### config.mk
export PLATFORM = sky130hd
export DESIGN_NAME = retire_unit
export DESIGN_NICKNAME = d
export VERILOG_FILES = /design/src/rtl/retire_unit.sv
export SDC_FILE = /design/constraint.sdc
export NUM_CORES = 2
export LEC_CHECK = 0
export CAP_MARGIN = 15
export CORE_AREA = 2 2 235 469
export DETAILED_ROUTE_END_ITERATION = 10
export DIE_AREA = 0 0 237 471
export PLACE_DENSITY = 0.73
export SLEW_MARGIN = 10
export SYNTH_ARGS = -nofsm -noshare
export SYNTH_HDL_FRONTEND = slang
export SYNTH_SLANG_ARGS = --single-unit
### constraint.sdc
create_clock -name clk_i -period 4.2 [get_ports clk_i]
set_clock_uncertainty 0.15 [all_clocks]
set_input_delay 0.42 -clock clk_i [delete_from_list [all_inputs] [get_ports clk_i]]
set_output_delay 0.42 -clock clk_i [all_outputs]
set_load 0.05 [all_outputs]
### src/rtl/retire_unit.sv
// retire_unit
//   In-order retirement stage fed by the re-order buffer commit port. Each
//   accepted commit beat updates the architectural register file and the
//   retirement map when it writes a non-zero rd. It also returns the
//   physical register that rd previously mapped to through a small freed-register FIFO.
//   The stage counts retired instructions and stops accepting beats after ebreak retires.
//
// Ports
//   clk_i, reset_ni         clock (rising edge), async active-low reset
//   commit_valid_i          commit beat valid (no backpressure)
//   commit_inst_i           committed RV32 instruction
//   commit_pc_i             its PC
//   commit_prd_addr_i       physical destination register
//   commit_prd_value_i      result value
//   free_valid_o/free_prd_o freed physical register (FIFO head)
//   free_ready_i            free list accepts free_prd_o this cycle
//   arf_raddr_i/arf_rdata_o combinational architectural register read
//   retire_valid_o          one-cycle pulse per retired instruction
//   retired_pc_o            PC of the last retired instruction
//   instret_o               retired instruction count (wraps at 2^64)
//   halted_o                sticky, set once ebreak retires
//   free_overflow_o         sticky, set when a freed register is dropped

module retire_unit #(
   parameter int FREE_DEPTH = 4
) (
   input  logic        clk_i,
   input  logic        reset_ni,
   input  logic        commit_valid_i,
   input  logic [31:0] commit_inst_i,
   input  logic [31:0] commit_pc_i,
   input  logic [4:0]  commit_prd_addr_i,
   input  logic [31:0] commit_prd_value_i,
   output logic        free_valid_o,
   output logic [4:0]  free_prd_o,
   input  logic        free_ready_i,
   input  logic [4:0]  arf_raddr_i,
   output logic [31:0] arf_rdata_o,
   output logic        retire_valid_o,
   output logic [31:0] retired_pc_o,
   output logic [63:0] instret_o,
   output logic        halted_o,
   output logic        free_overflow_o
);

   localparam int PTR_W = $clog2(FREE_DEPTH);
   localparam int CNT_W = PTR_W + 1;
   localparam logic [CNT_W-1:0] CNT_FULL = CNT_W'(FREE_DEPTH);
   localparam logic [31:0] EBREAK = 32'h0010_0073;

   logic [31:0]      arf [32];
   logic [4:0]       rmap [32];
   logic [4:0]       fifo_mem [FREE_DEPTH];
   logic [PTR_W-1:0] head;
   logic [PTR_W-1:0] tail;
   logic [CNT_W-1:0] count;

   logic       accept;
   logic       writes_rd;
   logic [4:0] rd;
   logic       we;
   logic [4:0] old_prd;
   logic       push;
   logic       push_ok;
   logic       pop;
   logic       full;

   assign rd     = commit_inst_i[11:7];
   assign accept = commit_valid_i && !halted_o;

   always_comb begin
      writes_rd = 1'b0;
      case (commit_inst_i[6:0])
         7'b0110111,
         7'b0010111,
         7'b1101111,
         7'b1100111,
         7'b0000011,
         7'b0010011,
         7'b0110011: writes_rd = 1'b1;
         default:    writes_rd = 1'b0;
      endcase
   end

   assign we      = accept && writes_rd && (rd != 5'd0);
   assign old_prd = rmap[rd];
   // Remapping rd to the physical register it already holds frees nothing.
   assign push    = we && (old_prd != commit_prd_addr_i);

   assign free_valid_o = (count != '0);
   assign pop          = free_valid_o && free_ready_i;
   assign full         = (count == CNT_FULL);
   // A pop in the same cycle makes room even when full.
   assign push_ok      = push && (!full || pop);
   assign free_prd_o   = free_valid_o ? fifo_mem[head] : 5'd0;

   assign arf_rdata_o = (arf_raddr_i == 5'd0) ? 32'd0 : arf[arf_raddr_i];

   always_ff @(posedge clk_i or negedge reset_ni) begin
      if (!reset_ni) begin
         for (int i = 0; i < 32; i++) begin
            arf[i]  <= 32'd0;
            rmap[i] <= 5'(i);
         end
      end else if (we) begin
         arf[rd]  <= commit_prd_value_i;
         rmap[rd] <= commit_prd_addr_i;
      end
   end

   always_ff @(posedge clk_i or negedge reset_ni) begin
      if (!reset_ni) begin
         for (int i = 0; i < FREE_DEPTH; i++) begin
            fifo_mem[i] <= 5'd0;
         end
         head            <= '0;
         tail            <= '0;
         count           <= '0;
         free_overflow_o <= 1'b0;
      end else begin
         if (push_ok) begin
            fifo_mem[tail] <= old_prd;
            tail           <= tail + 1'b1;
         end
         if (pop) begin
            head <= head + 1'b1;
         end
         if (push_ok && !pop) begin
            count <= count + 1'b1;
         end else if (pop && !push_ok) begin
            count <= count - 1'b1;
         end
         if (push && !push_ok) begin
            free_overflow_o <= 1'b1;
         end
      end
   end

   always_ff @(posedge clk_i or negedge reset_ni) begin
      if (!reset_ni) begin
         retire_valid_o <= 1'b0;
         retired_pc_o   <= 32'd0;
         instret_o      <= 64'd0;
         halted_o       <= 1'b0;
      end else begin
         retire_valid_o <= accept;
         if (accept) begin
            retired_pc_o <= commit_pc_i;
            instret_o    <= instret_o + 64'd1;
            if (commit_inst_i == EBREAK) begin
               halted_o <= 1'b1;
            end
         end
      end
   end

endmodule

==> results.toml <==
[floorplan]
fp.coreArea_sq_um = 108000
initial_core_util_pct = 54.7
die_height_microns = 471
dieArea_sq_um = 112000
io_pins = 247
die_w_microns = 237
rows = 171

[timing]
finalSetupViolCount = 0
rsz0062_at_grt = "no"
drv_slew = 0
post-route-period-util_pct = 86.1
maxSlewHeadroom_pct = 23.1
setup_tns_ps = 0
finalHoldViolations = 0
worst_pin_slew_ps = 1150
min_period_ps = 3620
max_freq_mhz = 277

[final_layout]
final_cell_mix = "dfrtp_1 (1230), mux2_2 (1147), mux4_2 (331)"
fin_cells = 5414
finalNetCount = 4051
fill_cells = 7753
syn_to_final_growth_pct = 14.5
antenna_cells = 0
multiInputGateArea_sq_um = 24900
seq_area_sq_um = 32900
drive_gt1_share_pct = 49.4
mostFrequentLayoutCell = "dfrtp_1"

[route]
drt-initial-drc-count = 2195
dr.pass1.iters = 5
viasPerCell = 6.20
detail_route.wl_per_cell_microns = 27.0
wl_microns = 146000
final_antenna_net_count = 0
via_count = 33600
drc = 0

[synthesis]
synthArstFlopShare_pct = 100
synth-main-ff-cell = "dfrtp_1"
synth.largest_area_cell = "dfrtp_1"
synth_edf_count = 0
synthCells = 3772
synth.cell_area_sq_um = 59100
yosys_warnings = 0
ys_seq_area_share_pct = 55.6
synthTopCellsByArea = "dfrtp_1 (52%), mux2_2 (22%), mux4_2 (13%)"
syn_nets = 3889
syn_avg_cell_area_sq_um = 15.7
synthDistinctLibCells = 67
synth.top_cell.area_share_pct = 52.1
ys_ff_latch = 1310

[cts]
cts_max_path_buffers = 3
path_clk_slew_ps = 60
cts.repair.resized = 0
insertion_delay_ps = 750
clock-sinks = 1310
cts_root_buffer = "clkbuf_16"
htreeDepth = 3
cts_tree = "done"
cts_buffers = 114

[place]
dp_cells = 5201
portBuffers = 246
hpwl_microns = 88700
place.gp.congestion = 0.869

[grt]
grt_pass1_vias = 36200
grt_max_degree = 123
grt.total_usage_pct = 26.9
antenna_found_initial = 3
grt_overflow_total = 0
grt_pass1_wl_microns = 226000

[setup_path]
setup.worst_path.start_class = "input port"
cp_slowest_stage_delay_ps = 530
slowest_stage = "mux4_2"
cp.required_ps = 3630
crit_chain = "buf_8 > buf_4 > mux4_2 > mux4_2 > mux2i_1 > nor2_1 > buf_4"
end_kind = "primary output"
crit_type = "in -> out"
rr_endpoint = "arf[173]"
r2r_cells = 9
crit_arrival_ps = 3050
r2r_start = "halted_o"
cp_max_fo = 43
reg2reg_setup_slack_ps = 780

[outcome]
status = "complete, no violations"

[power]
power_density_nw_per_um2 = 392
vdd_drop_max_v = 0.000397
p_total_w = 0.0265
p_leak_nw = 32.5

[worst_hold_path]
hold_end = "retired_pc_o[23]"
hold_depth = 3
worstHoldPathType = "in -> reg"
hp-start = "commit_pc_i[23]"

[flow_run]
drv_cap = 0
[layer usage]
metal / global-route usage, % / share of wire (%) / up-vias
li1: - / - / 14200
met1: 35.9 / 41 / 18400
met2: 45.7 / 51 / 816
met3: 4.50 / 4.9 / 231
met4: 7.81 / 2.7 / 6
met5: 0 / 0.028 / -
[Yosys cell counts, types with 5 or more instances]
cell      instances
mux2_2         1147
ha_1              6
o31ai_4           5
a22oi_1           7
inv_1            17
and4_1            8
nor4_1           11
mux2i_1          82
nor3_1            9
mux4_1           10
mux2_1           18
mux4_2          331
and2_1           11
buf_6             5
dfrtp_1        1230
dfstp_2          80
and3_1           16
nor2_1           71
buf_1            35
nand4b_1          5
nand3_1          40
o22ai_1          18
xnor2_1          48
nand2_1         139
buf_2            38
clkbuf_1        279
nand4_1          18
nor2b_1           8
xor2_1           21
[sequential cells by signal (all words and copies together) (netlist names)]
register / count
fifo_mem: 20
head: 2
tail: 2
instret_o: 64
retired_pc_o: 32
arf: 1024
halted_o: 1
rmap: 160
retire_valid_o: 1
free_overflow_o: 1
count: 3
[area by class of cell]
type	instances	share of cell area, %
Sequential cell	1310	48.6
Multi-Input combinational cell	2084	36.8
Timing Repair Buffer	406	6.19
Clock buffer	161	4.79
Tap cell	1384	2.56
Clock inverter	51	0.925
Inverter	18	0.102
[where the power goes]
| part | switching [W] | leakage, nW | internal (W) |
|---|---|---|---|
| logic | 0.00133 | 12.8 | 0.000953 |
| registers | 0.000266 | 17.8 | 0.0130 |
| clock network | 0.00484 | 1.89 | 0.00614 |
[what timing repair did]
item,4_1_cts,5_1_grt
endpoints found under the setup margin,0,0
buffers inserted,0,0
endpoints found under the hold margin,101,0
hold buffers,1,0
[worst max-delay path: cells and delay by family]
family | cells | cell delay (ps)
buffers and inverters | 3 | 990
and+or+nand+nor | 1 | 90
muxes | 3 | 1470
[worst max path at each step]
stage                      startpoint               to  slack, ps
floorplan            commit_inst_i[8]         count[1]        560
global placement    commit_inst_i[10]         count[1]        150
detailed placement  commit_inst_i[10]         count[1]         50
CTS                    arf_raddr_i[0]   arf_rdata_o[7]        600
global route           arf_raddr_i[0]  arf_rdata_o[23]        450
finish                 arf_raddr_i[0]  arf_rdata_o[24]        580
[through the flow]
step                setup WS [ps]  area (sq um)  hold slack (ps)  utilization [%]
finish                        584         67700             67.5             62.6
global route                  448         67700             33.6             62.6
CTS                           600         67700             9.45             62.6
detailed placement           48.5         63800              211             59.0
global placement              153         63800              209             59.0
floorplan                     562         59100            -25.6                -
[kinds of logic (layout without fill, tap and decap cells)]
logic type | count (synthesis) | in the layout | synth area share, %
buffers and inverters | 378 | 636 | 2.59
AO/OA/AOI/OAI | 51 | 51 | 0.781
flip-flops | 1310 | 1310 | 55.6
AND/OR/NAND/NOR | 368 | 368 | 3.11
adder cells (fa/ha/maj) | 7 | 7 | 0.161
XOR/XNOR | 70 | 70 | 1.07
multiplexers | 1588 | 1588 | 36.6
(Power assumes the default switching activity.)
